$ cat src/rtl/accel_pkg.sv
// Shared state encoding and transaction constants for the accelerometer SPI reader.
// Latency: n/a (declarations only).
// Backpressure: n/a.
package accel_pkg;

    typedef enum logic [2:0] {
        INIT,
        IDLE,
        CS_SETUP,
        SHIFT,
        CS_HOLD,
        UPDATE
    } state_e;

    localparam logic [7:0] CMD_WRITE     = 8'h0A;
    localparam logic [7:0] REG_POWER_CTL = 8'h2D;
    localparam logic [7:0] PWR_MEASURE   = 8'h02;
    localparam logic [5:0] READ_BITS     = 6'd32;
    localparam logic [5:0] INIT_BITS     = 6'd24;

endpackage

$ cat src/rtl/spi_bit_engine.sv
// SPI mode-0 bit engine: SCLK divider, MSB-first MOSI shifter, MISO capture of the last 16 bits.
// Latency: done pulses one cycle after the final SCLK falling edge (2*CLK_DIV cycles per bit).
// Backpressure: none; start is only honoured when the caller knows the engine is idle.
module spi_bit_engine #(
    parameter int CLK_DIV = 4
) (
    input  logic        clk,
    input  logic        arst_n,
    input  logic        start,
    input  logic [5:0]  nbits,
    input  logic [31:0] tx,
    input  logic        miso,
    output logic        sclk,
    output logic        mosi,
    output logic        done,
    output logic [15:0] rx
);
    localparam int DW = $clog2(CLK_DIV);

    logic          busy;
    logic [DW-1:0] div_cnt;
    logic [5:0]    bits_left;
    logic [31:0]   tx_sh;
    logic          half_end;

    assign half_end = busy && (div_cnt == DW'(CLK_DIV - 1));
    assign mosi     = tx_sh[31];

    always_ff @(posedge clk or negedge arst_n) begin
        if (!arst_n) begin
            busy      <= 1'b0;
            div_cnt   <= '0;
            bits_left <= '0;
            tx_sh     <= '0;
            sclk      <= 1'b0;
            done      <= 1'b0;
            rx        <= '0;
        end else begin
            done <= 1'b0;
            if (start) begin
                busy      <= 1'b1;
                div_cnt   <= '0;
                sclk      <= 1'b0;
                bits_left <= nbits;
                tx_sh     <= tx;
            end else if (busy) begin
                if (half_end) begin
                    div_cnt <= '0;
                    sclk    <= ~sclk;
                    // Rising edge samples MISO; falling edge advances MOSI or ends the burst.
                    if (!sclk) begin
                        rx <= {rx[14:0], miso};
                    end else if (bits_left == 6'd1) begin
                        busy  <= 1'b0;
                        done  <= 1'b1;
                        tx_sh <= '0;
                    end else begin
                        bits_left <= bits_left - 6'd1;
                        tx_sh     <= {tx_sh[30:0], 1'b0};
                    end
                end else begin
                    div_cnt <= div_cnt + DW'(1);
                end
            end
        end
    end

endmodule

$ cat src/rtl/accel_spi_reader.sv
// Polls X/Y accelerometer samples over SPI mode 0; macro ACCEL_INIT_EN adds a POWER_CTL write after reset.
// Latency: CS fall to o_valid is 66*CLK_DIV+1 cycles; next poll launches POLL_PERIOD idle cycles later.
// Backpressure: none downstream; i_pause only defers the start of the next transaction.
module accel_spi_reader
    import accel_pkg::*;
#(
    parameter int         CLK_DIV     = 4,
    parameter int         POLL_PERIOD = 50000,
    parameter logic [7:0] READ_CMD    = 8'h0B,
    parameter logic [7:0] X_ADDR      = 8'h08
) (
    input  logic       clk,
    input  logic       arst_n,
    input  logic       i_pause,
    input  logic       i_miso,
    output logic       o_sclk,
    output logic       o_mosi,
    output logic       o_cs_n,
    output logic [7:0] o_accel_x,
    output logic [7:0] o_accel_y,
    output logic       o_valid
);
    localparam int PW = (POLL_PERIOD > 1) ? $clog2(POLL_PERIOD) : 1;
    localparam int WW = $clog2(CLK_DIV);

    state_e        state, nxt;
    logic [PW-1:0] poll_cnt;
    logic [WW-1:0] wait_cnt;
    logic          wait_end;
    logic          wr_phase;
    logic          start;
    logic [5:0]    nbits;
    logic [31:0]   tx_word;
    logic          eng_sclk, eng_mosi, eng_done;
    logic [15:0]   eng_rx;

`ifdef ACCEL_INIT_EN
    localparam state_e RST_STATE = INIT;

    always_ff @(posedge clk or negedge arst_n) begin
        if (!arst_n) begin
            wr_phase <= 1'b1;
        end else if (state == CS_HOLD && nxt == IDLE) begin
            wr_phase <= 1'b0;
        end
    end
`else
    localparam state_e RST_STATE = IDLE;

    assign wr_phase = 1'b0;
`endif

    assign wait_end = (wait_cnt == WW'(CLK_DIV - 1));
    assign tx_word  = wr_phase ? {CMD_WRITE, REG_POWER_CTL, PWR_MEASURE, 8'h00}
                               : {READ_CMD, X_ADDR, 16'h0000};
    assign nbits    = wr_phase ? INIT_BITS : READ_BITS;
    assign o_sclk   = eng_sclk;
    // The engine only loads its shifter on start, so present the first bit during CS setup.
    assign o_mosi   = (state == CS_SETUP) ? tx_word[31] : eng_mosi;

    always_comb begin
        nxt   = state;
        start = 1'b0;
        case (state)
`ifdef ACCEL_INIT_EN
            INIT:     nxt = CS_SETUP;
`endif
            IDLE:     if (!i_pause && poll_cnt == PW'(POLL_PERIOD - 1)) nxt = CS_SETUP;
            CS_SETUP: if (wait_end) begin
                          start = 1'b1;
                          nxt   = SHIFT;
                      end
            SHIFT:    if (eng_done) nxt = CS_HOLD;
            CS_HOLD:  if (wait_end) nxt = wr_phase ? IDLE : UPDATE;
            UPDATE:   nxt = IDLE;
            default:  nxt = IDLE;
        endcase
    end

    always_ff @(posedge clk or negedge arst_n) begin
        if (!arst_n) begin
            state     <= RST_STATE;
            poll_cnt  <= '0;
            wait_cnt  <= '0;
            o_cs_n    <= 1'b1;
            o_valid   <= 1'b0;
            o_accel_x <= '0;
            o_accel_y <= '0;
        end else begin
            state <= nxt;
            if (nxt != state) begin
                wait_cnt <= '0;
            end else if (state == CS_SETUP || state == CS_HOLD) begin
                wait_cnt <= wait_cnt + WW'(1);
            end
            if (state == IDLE && !i_pause) begin
                poll_cnt <= (nxt == CS_SETUP) ? '0 : poll_cnt + PW'(1);
            end
            o_cs_n  <= !(nxt == CS_SETUP || nxt == SHIFT || nxt == CS_HOLD);
            o_valid <= (nxt == UPDATE);
            // Publish both samples together, only from a fully completed read.
            if (state == CS_HOLD && nxt == UPDATE) begin
                o_accel_x <= eng_rx[15:8];
                o_accel_y <= eng_rx[7:0];
            end
        end
    end

    spi_bit_engine #(
        .CLK_DIV (CLK_DIV)
    ) u_engine (
        .clk    (clk),
        .arst_n (arst_n),
        .start  (start),
        .nbits  (nbits),
        .tx     (tx_word),
        .miso   (i_miso),
        .sclk   (eng_sclk),
        .mosi   (eng_mosi),
        .done   (eng_done),
        .rx     (eng_rx)
    );

endmodule
$ cat config.mk
export PLATFORM = sky130hd
export DESIGN_NAME = accel_spi_reader
export DESIGN_NICKNAME = d
export VERILOG_FILES = /design/src/rtl/accel_pkg.sv /design/src/rtl/spi_bit_engine.sv /design/src/rtl/accel_spi_reader.sv
export SDC_FILE = /design/constraint.sdc
export NUM_CORES = 1
export LEC_CHECK = 0
export ABC_AREA = 0
export ABC_CLOCK_PERIOD_IN_PS = 2000
export BUFFER_PORTS_ARGS = -buffer_cell sky130_fd_sc_hd__buf_2
export CAP_MARGIN = 5
export CORE_MARGIN = 4
export CORE_UTILIZATION = 56
export CTS_CLUSTER_DIAMETER = 150
export CTS_CLUSTER_SIZE = 20
export DETAILED_ROUTE_END_ITERATION = 8
export PLACE_DENSITY_LB_ADDON = 0.15
export SLEW_MARGIN = 20
export SYNTH_ARGS = -nofsm -noshare
export SYNTH_HDL_FRONTEND = slang
export SYNTH_HIERARCHICAL = 1
export SYNTH_SLANG_ARGS = --single-unit
$ cat constraint.sdc
create_clock -name clk -period 2 [get_ports clk]
set_clock_uncertainty 0.15 [all_clocks]
set_input_delay 0.3 -clock clk [delete_from_list [all_inputs] [get_ports clk]]
set_output_delay 0.3 -clock clk [all_outputs]
set_load 0.1 [all_outputs]
==> flow_results.xml, run 1 <==
<?xml version="1.0" encoding="UTF-8"?>
<metrics>
  <group name="worst_setup_path">
    <metric name="worstPathMaxFanout" unit="">3</metric>
    <metric name="worstSetupPathType" unit="">reg2reg</metric>
    <metric name="critical_path_launch_point_type" unit="">register</metric>
    <metric name="critical_path_arrival" unit="ns">2.14</metric>
    <metric name="worstPathRequired" unit="ns">2.11</metric>
    <metric name="crit_path_cell_trace" unit="">or4b_4 -&gt; or4_4 -&gt; o21ai_4 -&gt; a21oi_2</metric>
    <metric name="critical_path.max_stage_delay" unit="ns">0.56</metric>
    <metric name="critical_path_slowest_stage_cell" unit="">sky130_fd_sc_hd__or4_4</metric>
    <metric name="end_kind" unit="">register</metric>
  </group>
  <group name="place">
    <metric name="port_bufs" unit="">23</metric>
    <metric name="place_congestion" unit="">0.855</metric>
    <metric name="hpwl" unit="mm">6.01</metric>
    <metric name="post_dp_cell_area" unit="um2">5170</metric>
  </group>
  <group name="grt">
    <metric name="grt_remaining_overflow" unit="">0</metric>
    <metric name="grtUsageTotal" unit="%">19.7</metric>
    <metric name="wire_length_of_the_first_global_routing_pass" unit="mm">16.0</metric>
    <metric name="largest_net_degree_at_the_start_of_global_routing" unit="">51</metric>
    <metric name="vias_in_the_first_global_route" unit="">3475</metric>
    <metric name="grt_antenna_before_repair" unit="">0</metric>
  </group>
  <group name="logic_synthesis">
    <metric name="ys_ff_latch" unit="">98</metric>
    <metric name="syn_inst" unit="">444</metric>
    <metric name="yosysWarnings" unit="">6</metric>
    <metric name="synth-edff-count" unit="">0</metric>
    <metric name="synthDistinctLibCells" unit="">59</metric>
    <metric name="async_flop_share" unit="%">100</metric>
    <metric name="ys_dominant_reg_cell" unit="">sky130_fd_sc_hd__dfrtp_1</metric>
    <metric name="synth.avg_cell_area" unit="um2">10.5</metric>
    <metric name="synth_seq_area_share" unit="%">52.6</metric>
    <metric name="synth.cell_area" unit="um2">4670</metric>
  </group>
  <group name="clocking">
    <metric name="clkLatencyLatePin" unit="ns">0.37</metric>
    <metric name="max-clock-path-buffers" unit="">2</metric>
    <metric name="clock-root-buffer" unit="">sky130_fd_sc_hd__clkbuf_8</metric>
    <metric name="numCtsBuffers" unit="">9</metric>
    <metric name="cts_tree" unit="">built</metric>
    <metric name="htree_levels" unit="">3</metric>
    <metric name="clock_pin_slew_on_the_worst_setup_and_hold_paths" unit="ns">0.10</metric>
    <metric name="clock_sinks" unit="">98</metric>
  </group>
  <group name="drt">
    <metric name="detail-route-antenna-nets" unit="">0</metric>
    <metric name="detail_route.wirelength" unit="mm">9.36</metric>
    <metric name="dr_total_vias" unit="">3472</metric>
    <metric name="vias_per_cell" unit="">5.57</metric>
    <metric name="detailedRoute.firstPassIterationCount" unit="">5</metric>
    <metric name="wl_per_cell" unit="um">15.0</metric>
    <metric name="drc" unit="">0</metric>
    <metric name="number_of_design_rule_violations_left_by_the_first_detailed_router_iteration" unit="">80</metric>
  </group>
  <group name="final_layout">
    <metric name="final_layout_size_suffix_gt1_share" unit="%">22.8</metric>
    <metric name="layout.core_utilization" unit="%">67.0</metric>
    <metric name="postLayoutCellArea" unit="um2">5480</metric>
    <metric name="fillerInstances" unit="">668</metric>
    <metric name="nets" unit="">522</metric>
    <metric name="area_growth_syn_to_layout" unit="%">17.3</metric>
    <metric name="antenna-diode-count" unit="">0</metric>
  </group>
  <group name="timing">
    <metric name="maxClockFrequency" unit="MHz">493</metric>
    <metric name="final.setup.worst_slack" unit="ns">-0.0268</metric>
    <metric name="slew_violations" unit="">0</metric>
    <metric name="timing.final.crit_share" unit="%">101</metric>
    <metric name="min_period" unit="ns">2.03</metric>
    <metric name="final-setup-viol-count" unit="">1</metric>
    <metric name="timing_hold_violations_final" unit="">0</metric>
    <metric name="grt_setup_unrepaired" unit="">yes</metric>
  </group>
  <group name="power">
    <metric name="static-leakage-power" unit="nW">2.58</metric>
    <metric name="power-per-cell-area" unit="nW/um2">672</metric>
    <metric name="power" unit="mW">3.68</metric>
    <metric name="ir_worst_vdd" unit="mV">0.328</metric>
  </group>
  <group name="run_status">
    <metric name="failed_checks" unit="">negative setup slack</metric>
    <metric name="status" unit="">complete, but fails checks</metric>
  </group>
  <group name="flow_run">
    <metric name="drv.max_cap_violation_count" unit="">0</metric>
  </group>
  <group name="hold_path">
    <metric name="hp-class" unit="">in2async</metric>
  </group>
  <group name="floorplan">
    <metric name="fp-row-count" unit="">33</metric>
    <metric name="fp.dieArea" unit="um2">9860</metric>
    <metric name="io_pins" unit="">24</metric>
    <metric name="die_height" unit="um">99.3</metric>
    <metric name="floorplan.die.width" unit="um">99.3</metric>
    <metric name="floorplan.initialDensity" unit="%">57.1</metric>
    <metric name="core" unit="um2">8180</metric>
  </group>
</metrics>
[layer usage]
| layer | up-vias | part of all wire [%] | global-route usage (%) |
|---|---|---|---|
| met2 | 58 | 49 | 32.9 |
| met1 | 1703 | 46 | 25.5 |
| met4 | 0 | 1.9 | 7.14 |
| met5 | - | 0 | 0 |
| met3 | 18 | 3.3 | 4.07 |
| li1 | 1693 | - | - |
[kinds of logic (layout without fill, tap and decap cells)]
logic type	after synthesis	count (layout)	share of synthesized area, %
muxes	34	34	8.15
other	2	38	0.161
xor gates and xnor gates	15	15	2.81
AOI/OAI and AO/OA	98	98	14.3
adders and majority gates	5	5	1.34
and+or+nand+nor	152	152	16.2
DFF	98	98	52.6
buffers and inverters	40	78	4.42
[cell type report]
cell class                      count  area (um2)  share of cell area, %
Clock inverter                      5        60.1                   1.10
Clock buffer                       11         141                   2.58
Inverter                            8        32.5                  0.594
Tap cell                          105         131                   2.40
Multi-Input combinational cell    342        2190                   39.9
Timing Repair Buffer               54         467                   8.52
Sequential cell                    98        2460                   44.9
[layout by cell type (no fill, tap or decap), types with 3 or more instances in the layout]
master                     instances
sky130_fd_sc_hd__xor2_1            5
sky130_fd_sc_hd__a21oi_1           6
sky130_fd_sc_hd__nor3_1            6
sky130_fd_sc_hd__nor2_1           52
sky130_fd_sc_hd__inv_1             7
sky130_fd_sc_hd__nand2_1          48
sky130_fd_sc_hd__mux2_2           31
sky130_fd_sc_hd__nor4_1            3
sky130_fd_sc_hd__o21ai_0           8
sky130_fd_sc_hd__o211ai_1         32
sky130_fd_sc_hd__xnor2_1          10
sky130_fd_sc_hd__buf_2            21
sky130_fd_sc_hd__conb_1           38
sky130_fd_sc_hd__nand4_1           5
sky130_fd_sc_hd__clkbuf_8         10
sky130_fd_sc_hd__ha_1              5
sky130_fd_sc_hd__nand3_1           5
sky130_fd_sc_hd__buf_12            7
sky130_fd_sc_hd__nor4b_1           3
sky130_fd_sc_hd__nand2b_1          7
sky130_fd_sc_hd__buf_4            22
sky130_fd_sc_hd__a31oi_1          36
sky130_fd_sc_hd__dfrtp_1          94
[state kept, by name, summed over array words and instances, names as in the netlist]
register,flops
o_accel_y,8
u_engine/bits_left,6
poll_cnt,16
o_valid,1
wait_cnt,2
o_accel_x,8
u_engine/div_cnt,2
u_engine/busy,1
u_engine/tx_sh,32
state,3
u_engine/rx,16
o_cs_n,1
u_engine/done,1
u_engine/sclk,1
[synth_stat cells (5+ instances only)]
cell type                   n  area share (%)
sky130_fd_sc_hd__nand3_1    5            0.54
sky130_fd_sc_hd__o211ai_1  32             5.1
sky130_fd_sc_hd__dfrtp_1   96              51
sky130_fd_sc_hd__nor4_1     5            0.67
sky130_fd_sc_hd__o21ai_0    8            0.86
sky130_fd_sc_hd__nand4_1    5            0.67
sky130_fd_sc_hd__a31oi_1   36             4.8
sky130_fd_sc_hd__xor2_1     5            0.94
sky130_fd_sc_hd__nand2_1   48             3.9
sky130_fd_sc_hd__xnor2_1   10             1.9
sky130_fd_sc_hd__inv_1      7            0.56
sky130_fd_sc_hd__nand2b_1   7            0.94
sky130_fd_sc_hd__a21oi_1    7            0.75
sky130_fd_sc_hd__mux2_2    31             7.5
sky130_fd_sc_hd__nor3_1     6            0.64
sky130_fd_sc_hd__nor2_1    53             4.3
sky130_fd_sc_hd__clkbuf_1  14             1.1
sky130_fd_sc_hd__buf_2      9            0.96
sky130_fd_sc_hd__ha_1       5             1.3
[what timing repair did]
action	CTS	global route
pin swaps	0	1
endpoints found under the setup margin	1	54
setup buffers	0	3
hold buffers	2	0
cloned	0	1
hold endpoints to repair	42	0
gates resized for setup	1	9
[through the flow]
stage	TNS, ns	cells	hold WS [ns]	setup slack, ns
after floorplan	-0.138	480	-0.146	-0.105
after global placement	0	601	0.0784	0.0236
after detailed placement	0	601	0.0824	0.00727
after CTS	-0.00983	619	0.217	-0.00983
after global routing	-0.154	623	0.222	-0.0719
final	-0.0268	623	0.217	-0.0268
[worst paths after layout]
path	cells after the start	slack [ns]	endpoint	startpoint
worst max register to register	4	-0.03	poll_cnt[14]	state[0]
worst min-delay path	2	0.22	o_accel_y[5]	arst_n
worst min register to register	1	0.35	poll_cnt[13]	poll_cnt[13]
min in group clk	5	0.26	poll_cnt[0]	i_pause
max in group asynchronous	3	0.90	state[0]	arst_n
worst max-delay path	4	-0.03	poll_cnt[14]	state[0]
[worst max-delay path, delay by kind of cell (launching register included)]
family	cells	cell delay, ns
DFF	1	0.53
AOI/OAI and AO/OA	2	0.22
and+or+nand+nor	2	1.03
[report_power, final]
part	internal (mW)	switching, mW
clock	0.620	0.685
combinational	0.0976	0.127
sequential	2.06	0.0864
total	2.78	0.899
Note: power is estimated with default switching activity, not from simulation.
==> run 2: changes to the inputs <==
--- a/config.mk
+++ b/config.mk
@@ -11,12 +11,12 @@
 export CAP_MARGIN = 5
 export CORE_MARGIN = 4
 export CORE_UTILIZATION = 56
+export CTS_BUF_LIST = sky130_fd_sc_hd__clkbuf_4
 export CTS_CLUSTER_DIAMETER = 150
-export CTS_CLUSTER_SIZE = 20
+export CTS_CLUSTER_SIZE = 30
 export DETAILED_ROUTE_END_ITERATION = 8
 export PLACE_DENSITY_LB_ADDON = 0.15
 export SLEW_MARGIN = 20
 export SYNTH_ARGS = -nofsm -noshare
 export SYNTH_HDL_FRONTEND = slang
-export SYNTH_HIERARCHICAL = 1
 export SYNTH_SLANG_ARGS = --single-unit
==> flow_results.xml, run 2 <==
<?xml version="1.0" encoding="UTF-8"?>
<metrics>
  <group name="run_status">
    <metric name="status" unit="">finished, final reports clean</metric>
  </group>
  <group name="power">
    <metric name="power-per-cell-area" unit="nW/um2">629</metric>
    <metric name="share_seq_of_total_power" unit="%">61.2</metric>
    <metric name="power_switching" unit="uW">608</metric>
    <metric name="power.switching_fraction" unit="%">23.3</metric>
    <metric name="static-leakage-power" unit="nW">2.02</metric>
    <metric name="power_frac_comb" unit="%">1.8</metric>
    <metric name="ir_worst_vdd" unit="mV">0.410</metric>
    <metric name="clockPowerShare" unit="%">37.0</metric>
    <metric name="power" unit="mW">2.61</metric>
    <metric name="design_internal_power" unit="mW">2.00</metric>
  </group>
  <group name="final_layout">
    <metric name="layout.core_utilization" unit="%">68.9</metric>
    <metric name="area_growth_syn_to_layout" unit="%">17.8</metric>
    <metric name="layout_commonest_cell" unit="">sky130_fd_sc_hd__dfrtp_1</metric>
    <metric name="largestRegisters" unit="">poll_cnt x16, u_engine.rx x16, u_engine.tx_sh x13</metric>
    <metric name="antenna-diode-count" unit="">0</metric>
    <metric name="final_cell_count_no_fill" unit="">440</metric>
    <metric name="postLayoutCellArea" unit="um2">4150</metric>
    <metric name="layout.area.seq" unit="um2">1980</metric>
    <metric name="area_of_the_multi_input_gates" unit="um2">1490</metric>
    <metric name="nets" unit="">369</metric>
    <metric name="layout.cells.most_common_list" unit="">sky130_fd_sc_hd__dfrtp_1, sky130_fd_sc_hd__mux2_2, sky130_fd_sc_hd__nand2_1, sky130_fd_sc_hd__buf_4, sky130_fd_sc_hd__buf_2</metric>
    <metric name="fillerInstances" unit="">472</metric>
    <metric name="final_layout_size_suffix_gt1_share" unit="%">33.2</metric>
  </group>
  <group name="grt">
    <metric name="vias_in_the_first_global_route" unit="">2446</metric>
    <metric name="grt_antenna_before_repair" unit="">0</metric>
    <metric name="grtUsageTotal" unit="%">19.2</metric>
    <metric name="wire_length_of_the_first_global_routing_pass" unit="mm">11.4</metric>
    <metric name="largest_net_degree_at_the_start_of_global_routing" unit="">43</metric>
    <metric name="grt_remaining_overflow" unit="">0</metric>
  </group>
  <group name="place">
    <metric name="post_dp_cell_area" unit="um2">3920</metric>
    <metric name="port_bufs" unit="">23</metric>
    <metric name="hpwl" unit="mm">4.40</metric>
    <metric name="dpl_worst_slack" unit="ns">-0.0804</metric>
    <metric name="place_inst" unit="">418</metric>
    <metric name="place_congestion" unit="">0.890</metric>
  </group>
  <group name="drt">
    <metric name="number_of_design_rule_violations_left_by_the_first_detailed_router_iteration" unit="">150</metric>
    <metric name="detailedRoute.firstPassIterationCount" unit="">4</metric>
    <metric name="wl_per_cell" unit="um">14.6</metric>
    <metric name="drc" unit="">0</metric>
    <metric name="detail_route.wirelength" unit="mm">6.42</metric>
    <metric name="dr_total_vias" unit="">2438</metric>
    <metric name="detail-route-antenna-nets" unit="">0</metric>
    <metric name="vias_per_cell" unit="">5.54</metric>
  </group>
  <group name="timing">
    <metric name="slew_violations" unit="">0</metric>
    <metric name="timing.final.crit_share" unit="%">99.2</metric>
    <metric name="maxClockFrequency" unit="MHz">504</metric>
    <metric name="min_period" unit="ns">1.98</metric>
    <metric name="grt_setup_unrepaired" unit="">yes</metric>
    <metric name="final-setup-viol-count" unit="">0</metric>
    <metric name="timing.slew.headroom" unit="%">63.4</metric>
    <metric name="tightest_slew" unit="ns">0.550</metric>
    <metric name="totalNegativeSetupSlack" unit="ns">0</metric>
    <metric name="timing_hold_violations_final" unit="">0</metric>
    <metric name="whs" unit="ns">0.146</metric>
    <metric name="final.setup.worst_slack" unit="ns">0.0154</metric>
  </group>
  <group name="clocking">
    <metric name="clkLatencyLatePin" unit="ns">0.44</metric>
    <metric name="clock_pin_slew_on_the_worst_setup_and_hold_paths" unit="ns">0.12</metric>
    <metric name="numCtsBuffers" unit="">9</metric>
    <metric name="htree_levels" unit="">3</metric>
    <metric name="cts_tree" unit="">built</metric>
    <metric name="clock_sinks" unit="">79</metric>
    <metric name="clock-root-buffer" unit="">sky130_fd_sc_hd__clkbuf_4</metric>
    <metric name="max-clock-path-buffers" unit="">2</metric>
  </group>
  <group name="floorplan">
    <metric name="fp.dieArea" unit="um2">7630</metric>
    <metric name="fp-row-count" unit="">28</metric>
    <metric name="io_pins" unit="">24</metric>
    <metric name="floorplan.initialDensity" unit="%">58.5</metric>
    <metric name="core" unit="um2">6030</metric>
    <metric name="floorplan.die.width" unit="um">87.3</metric>
    <metric name="die_height" unit="um">87.3</metric>
  </group>
  <group name="logic_synthesis">
    <metric name="synth_top_area_cell" unit="">sky130_fd_sc_hd__dfrtp_1</metric>
    <metric name="synth.most_common_cell" unit="">sky130_fd_sc_hd__dfrtp_1</metric>
    <metric name="synth.avg_cell_area" unit="um2">11.5</metric>
    <metric name="ys_dominant_reg_cell" unit="">sky130_fd_sc_hd__dfrtp_1</metric>
    <metric name="synth.net_count" unit="">315</metric>
    <metric name="synth_seq_area_share" unit="%">56.2</metric>
    <metric name="syn_inst" unit="">306</metric>
    <metric name="ys_ff_latch" unit="">79</metric>
    <metric name="synthDistinctLibCells" unit="">48</metric>
    <metric name="ys_top_cells_by_area" unit="">sky130_fd_sc_hd__dfrtp_1, sky130_fd_sc_hd__mux2_2, sky130_fd_sc_hd__xnor2_1</metric>
    <metric name="synth-edff-count" unit="">0</metric>
    <metric name="synth_common_cells" unit="">sky130_fd_sc_hd__dfrtp_1, sky130_fd_sc_hd__mux2_2, sky130_fd_sc_hd__nand2_1</metric>
    <metric name="yosysWarnings" unit="">0</metric>
    <metric name="synth.cell_area" unit="um2">3520</metric>
    <metric name="synth_largest_type_area_fraction" unit="%">54.7</metric>
    <metric name="async_flop_share" unit="%">100</metric>
  </group>
  <group name="worst_setup_path">
    <metric name="worst_r2r_path_depth" unit="">4</metric>
    <metric name="worst_r2r_startpoint" unit="">poll_cnt[5]</metric>
    <metric name="regToRegSetupSlack" unit="ns">0.02</metric>
    <metric name="critical_path_launch_point_type" unit="">register</metric>
    <metric name="endpoint" unit="">poll_cnt[14]</metric>
    <metric name="worst_setup_path_startpoint" unit="">poll_cnt[5]</metric>
    <metric name="worstSetupPathType" unit="">reg2reg</metric>
    <metric name="end_kind" unit="">register</metric>
    <metric name="worstPathMaxFanout" unit="">4</metric>
    <metric name="worstPathRequired" unit="ns">2.17</metric>
    <metric name="worst_r2r_endpoint" unit="">poll_cnt[14]</metric>
    <metric name="critical_path_arrival" unit="ns">2.15</metric>
  </group>
  <group name="hold_path">
    <metric name="hp-class" unit="">in2reg</metric>
  </group>
  <group name="flow_run">
    <metric name="drv.max_cap_violation_count" unit="">0</metric>
  </group>
</metrics>
## run 2: cell families (layout without fill, tap and decap cells)
| family | count (synthesis) | in the layout | synth area share, % |
|---|---|---|---|
| compound gates | 36 | 36 | 6.14 |
| buf+inv | 20 | 79 | 2.34 |
| simple gates | 113 | 113 | 18.0 |
| xor+xnor | 19 | 19 | 4.72 |
| fa+ha+maj | 5 | 5 | 1.77 |
| mux | 34 | 34 | 10.8 |
| flops | 79 | 79 | 56.2 |
## run 2: worst min path at each step
stage,from,to,slack (ns),depth (start not counted)
2_1_floorplan,arst_n,o_accel_x[0],-0.15,0
3_3_place_gp,arst_n,poll_cnt[0],0.17,1
3_5_place_dp,arst_n,poll_cnt[0],0.17,1
4_1_cts,i_pause,poll_cnt[0],0.14,5
5_1_grt,i_pause,poll_cnt[0],0.14,5
6_report,i_pause,poll_cnt[0],0.15,5
## run 2: critical path, cell delays in order, from the launching register on
cell	delay [ns]
sky130_fd_sc_hd__dfrtp_1	0.40
sky130_fd_sc_hd__or4b_1	0.51
sky130_fd_sc_hd__or4_4	0.59
sky130_fd_sc_hd__nor3_4	0.15
sky130_fd_sc_hd__o31ai_1	0.09
## run 2: area by class of cell
class	instances	share of cell area [%]
well taps	75	2.26
flip-flops and latches	79	47.7
clock buffers	9	1.63
clock inverters	7	1.90
inverters	8	0.723
repair buffers	55	9.91
multi-input cells	207	35.9
## run 2: layer usage
metal	track usage (%)	routed length (um)	part of all wire, %
met5	0	0	0
met4	9.21	140	2.2
met3	3.50	269	4.2
met2	30.3	3270	51
met1	25.4	2740	43
## run 2: power by group through the flow
stage	logic (mW)	clock network, mW	registers (mW)
global placement	0.0454	0	1.63
finish	0.0465	0.967	1.60
global route	0.0556	1.07	1.60
detailed placement	0.0462	0	1.63
floorplan	0.00153	0	1.63
CTS	0.0491	0.999	1.60
## run 2: repair_timing
action / 4_1_cts / 5_1_grt
endpoints found under the hold margin: 39 / 0
gates resized for setup: 2 / 9
hold buffers: 2 / 0
setup endpoints to repair: 3 / 13
buffers inserted: 3 / 0
gates cloned: 0 / 1
pin swaps: 2 / 3
==> run 3: changes to the inputs <==
--- a/config.mk
+++ b/config.mk
@@ -6,7 +6,7 @@
 export NUM_CORES = 1
 export LEC_CHECK = 0
 export ABC_AREA = 0
-export ABC_CLOCK_PERIOD_IN_PS = 2000
+export ABC_CLOCK_PERIOD_IN_PS = 1600
 export BUFFER_PORTS_ARGS = -buffer_cell sky130_fd_sc_hd__buf_2
 export CAP_MARGIN = 5
 export CORE_MARGIN = 4
==> constraint.sdc (replaced) <==
create_clock -name clk -period 1.6 [get_ports clk]
set_clock_uncertainty 0.15 [all_clocks]
set_input_delay 0.24 -clock clk [delete_from_list [all_inputs] [get_ports clk]]
set_output_delay 0.24 -clock clk [all_outputs]
set_load 0.1 [all_outputs]
==> flow_results.xml, run 3 (synthesis gave the netlist of run 2 again) <==
<?xml version="1.0" encoding="UTF-8"?>
<metrics>
  <group name="worst_setup_path">
    <metric name="path_delay_family" unit="">simple AND/OR/NAND/NOR gates</metric>
    <metric name="worstPathBufferInverterCount" unit="">0</metric>
    <metric name="critical_path_slowest_stage_cell" unit="">sky130_fd_sc_hd__or4_4</metric>
    <metric name="worstSetupPathType" unit="">reg2reg</metric>
    <metric name="critical_path_launch_point_type" unit="">register</metric>
    <metric name="crit_path_cell_trace" unit="">or4bb_1 -&gt; or4_4 -&gt; nor3_4 -&gt; o31ai_1</metric>
    <metric name="worstPathRequired" unit="ns">1.77</metric>
    <metric name="critical_path_arrival" unit="ns">2.16</metric>
    <metric name="worstPathMaxFanout" unit="">4</metric>
    <metric name="critical_path.max_stage_delay" unit="ns">0.58</metric>
    <metric name="end_kind" unit="">register</metric>
  </group>
  <group name="final_layout">
    <metric name="nets" unit="">420</metric>
    <metric name="layout.cells.most_common_list" unit="">sky130_fd_sc_hd__dfrtp_1, sky130_fd_sc_hd__buf_4, sky130_fd_sc_hd__mux2_4, sky130_fd_sc_hd__nand2_1, sky130_fd_sc_hd__nand3_1</metric>
    <metric name="largestRegisters" unit="">poll_cnt x16, u_engine.rx x16, u_engine.tx_sh x13</metric>
    <metric name="layout.core_utilization" unit="%">84.8</metric>
    <metric name="final_layout_size_suffix_gt1_share" unit="%">51.4</metric>
    <metric name="antenna-diode-count" unit="">0</metric>
    <metric name="layout_commonest_cell" unit="">sky130_fd_sc_hd__dfrtp_1</metric>
    <metric name="area_growth_syn_to_layout" unit="%">44.9</metric>
  </group>
  <group name="grt">
    <metric name="wire_length_of_the_first_global_routing_pass" unit="mm">13.0</metric>
    <metric name="met1_usage" unit="%">28.3</metric>
    <metric name="grt-busiest-layer" unit="">met2</metric>
    <metric name="groute.layer.met2.usage" unit="%">35.0</metric>
    <metric name="met3_usage" unit="%">6.72</metric>
    <metric name="grtUsageTotal" unit="%">22.1</metric>
    <metric name="grt_antenna_before_repair" unit="">0</metric>
    <metric name="largest_net_degree_at_the_start_of_global_routing" unit="">37</metric>
    <metric name="vias_in_the_first_global_route" unit="">2762</metric>
    <metric name="grt_remaining_overflow" unit="">0</metric>
  </group>
  <group name="hold_path">
    <metric name="hp-class" unit="">in2async</metric>
  </group>
  <group name="floorplan">
    <metric name="io_pins" unit="">24</metric>
    <metric name="core" unit="um2">6030</metric>
    <metric name="floorplan.die.width" unit="um">87.3</metric>
    <metric name="floorplan.initialDensity" unit="%">58.5</metric>
    <metric name="fp.dieArea" unit="um2">7630</metric>
    <metric name="fp-row-count" unit="">28</metric>
    <metric name="die_height" unit="um">87.3</metric>
  </group>
  <group name="power">
    <metric name="power-per-cell-area" unit="nW/um2">607</metric>
    <metric name="power" unit="mW">3.10</metric>
    <metric name="ir_worst_vdd" unit="mV">0.822</metric>
    <metric name="static-leakage-power" unit="nW">2.39</metric>
  </group>
  <group name="place">
    <metric name="port_bufs" unit="">23</metric>
    <metric name="place_congestion" unit="">0.856</metric>
    <metric name="hpwl" unit="mm">4.90</metric>
  </group>
  <group name="timing">
    <metric name="timing.final.crit_share" unit="%">124</metric>
    <metric name="slew_violations" unit="">0</metric>
    <metric name="maxClockFrequency" unit="MHz">504</metric>
    <metric name="final-setup-viol-count" unit="">61</metric>
    <metric name="final.setup.worst_slack" unit="ns">-0.385</metric>
    <metric name="timing_hold_violations_final" unit="">0</metric>
    <metric name="min_period" unit="ns">1.99</metric>
    <metric name="grt_setup_unrepaired" unit="">yes</metric>
    <metric name="tightest_slew" unit="ns">0.477</metric>
    <metric name="timing.slew.headroom" unit="%">67.9</metric>
  </group>
  <group name="drt">
    <metric name="number_of_design_rule_violations_left_by_the_first_detailed_router_iteration" unit="">127</metric>
    <metric name="wl_per_cell" unit="um">17.9</metric>
    <metric name="dr_total_vias" unit="">2774</metric>
    <metric name="drc" unit="">0</metric>
    <metric name="detailedRoute.firstPassIterationCount" unit="">4</metric>
    <metric name="vias_per_cell" unit="">5.65</metric>
    <metric name="detail_route.wirelength" unit="mm">8.78</metric>
    <metric name="detail-route-antenna-nets" unit="">0</metric>
  </group>
  <group name="clocking">
    <metric name="clock_sinks" unit="">79</metric>
    <metric name="clkLatencyLatePin" unit="ns">0.43</metric>
    <metric name="numCtsBuffers" unit="">9</metric>
    <metric name="cts_tree" unit="">built</metric>
    <metric name="clock_pin_slew_on_the_worst_setup_and_hold_paths" unit="ns">0.13</metric>
    <metric name="clock-root-buffer" unit="">sky130_fd_sc_hd__clkbuf_4</metric>
    <metric name="htree_levels" unit="">3</metric>
    <metric name="max-clock-path-buffers" unit="">2</metric>
  </group>
  <group name="run_status">
    <metric name="status" unit="">complete, but fails checks</metric>
    <metric name="failed_checks" unit="">negative setup slack</metric>
  </group>
  <group name="flow_run">
    <metric name="drv.max_cap_violation_count" unit="">0</metric>
  </group>
</metrics>
## run 3: cell types whose count changed in the layout (fill, tap and decap cells not counted), sizes merged
cell / before / now
buf: 53 / 100
clkinvlp: 0 / 2
inv: 10 / 8
clkbuf: 9 / 14
bufinv: 1 / 0
## run 3: path summary, 6_finish.rpt
| kind | start | endpoint | cells past startpoint | slack (ns) |
|---|---|---|---|---|
| min | arst_n | o_accel_x[6] | 2 | 0.17 |
| min in group clk | i_pause | poll_cnt[2] | 6 | 0.24 |
| max | poll_cnt[11] | poll_cnt[14] | 4 | -0.39 |
| max reg2reg | poll_cnt[11] | poll_cnt[14] | 4 | -0.39 |
| min reg2reg | u_engine.tx_sh[19] | u_engine.tx_sh[19] | 1 | 0.34 |
| max in group asynchronous | arst_n | o_accel_y[5] | 3 | 0.56 |
## run 3: cell type report
type                       count  area [um2]
clock buffer                  10        75.1
clock inverter                 6        37.5
fill                         299         917
inverter                       8        30.0
multi-input combinational    207        1880
sequential                    79        1980
tap                           75        93.8
timing repair buffer         106        1010
## run 3: per-layer routing
layer,up-vias,routed length [um]
met4,0,179
li1,1283,-
met3,18,408
met1,1403,3610
met2,70,4580
met5,-,0
## run 3: metrics by stage
stage | cell area (um2) | setup TNS [ns] | setup WS, ns | hold WS [ns] | std cells
after detailed placement | 4220 | -10.10 | -0.367 | 0.0792 | 444
after floorplan | 3640 | -6.49 | -0.303 | -0.206 | 306
after global placement | 4220 | -8.53 | -0.313 | 0.0772 | 444
after CTS | 4660 | -8.80 | -0.382 | 0.151 | 475
after global routing | 5110 | -13.34 | -0.458 | 0.193 | 491
final | 5110 | -10.78 | -0.385 | 0.174 | 491
## run 3: worst register-to-register path: stages (launching register included)
cell and delay [ns]:
sky130_fd_sc_hd__dfrtp_1 0.39, sky130_fd_sc_hd__or4bb_1 0.53, sky130_fd_sc_hd__or4_4 0.59, sky130_fd_sc_hd__nor3_4 0.15
sky130_fd_sc_hd__o31ai_1 0.08
## run 3: repair_timing
item                       4_1_cts  5_1_grt
pin swaps                       17       20
setup buffers                   12       15
hold buffers                     2        0
gates cloned                     2        4
hold endpoints to repair        57        0
gates resized for setup         48       72
setup endpoints to repair       94       78
## run 3: power breakdown
part | internal (mW) | total [mW] | leakage [nW] | switching, mW
registers | 2.00 | 2.00 | 1.08 | 0.00124
logic | 0.0221 | 0.0688 | 1.25 | 0.0467
clock network | 0.328 | 1.03 | 0.0598 | 0.706
total | 2.35 | 3.10 | 2.39 | 0.754
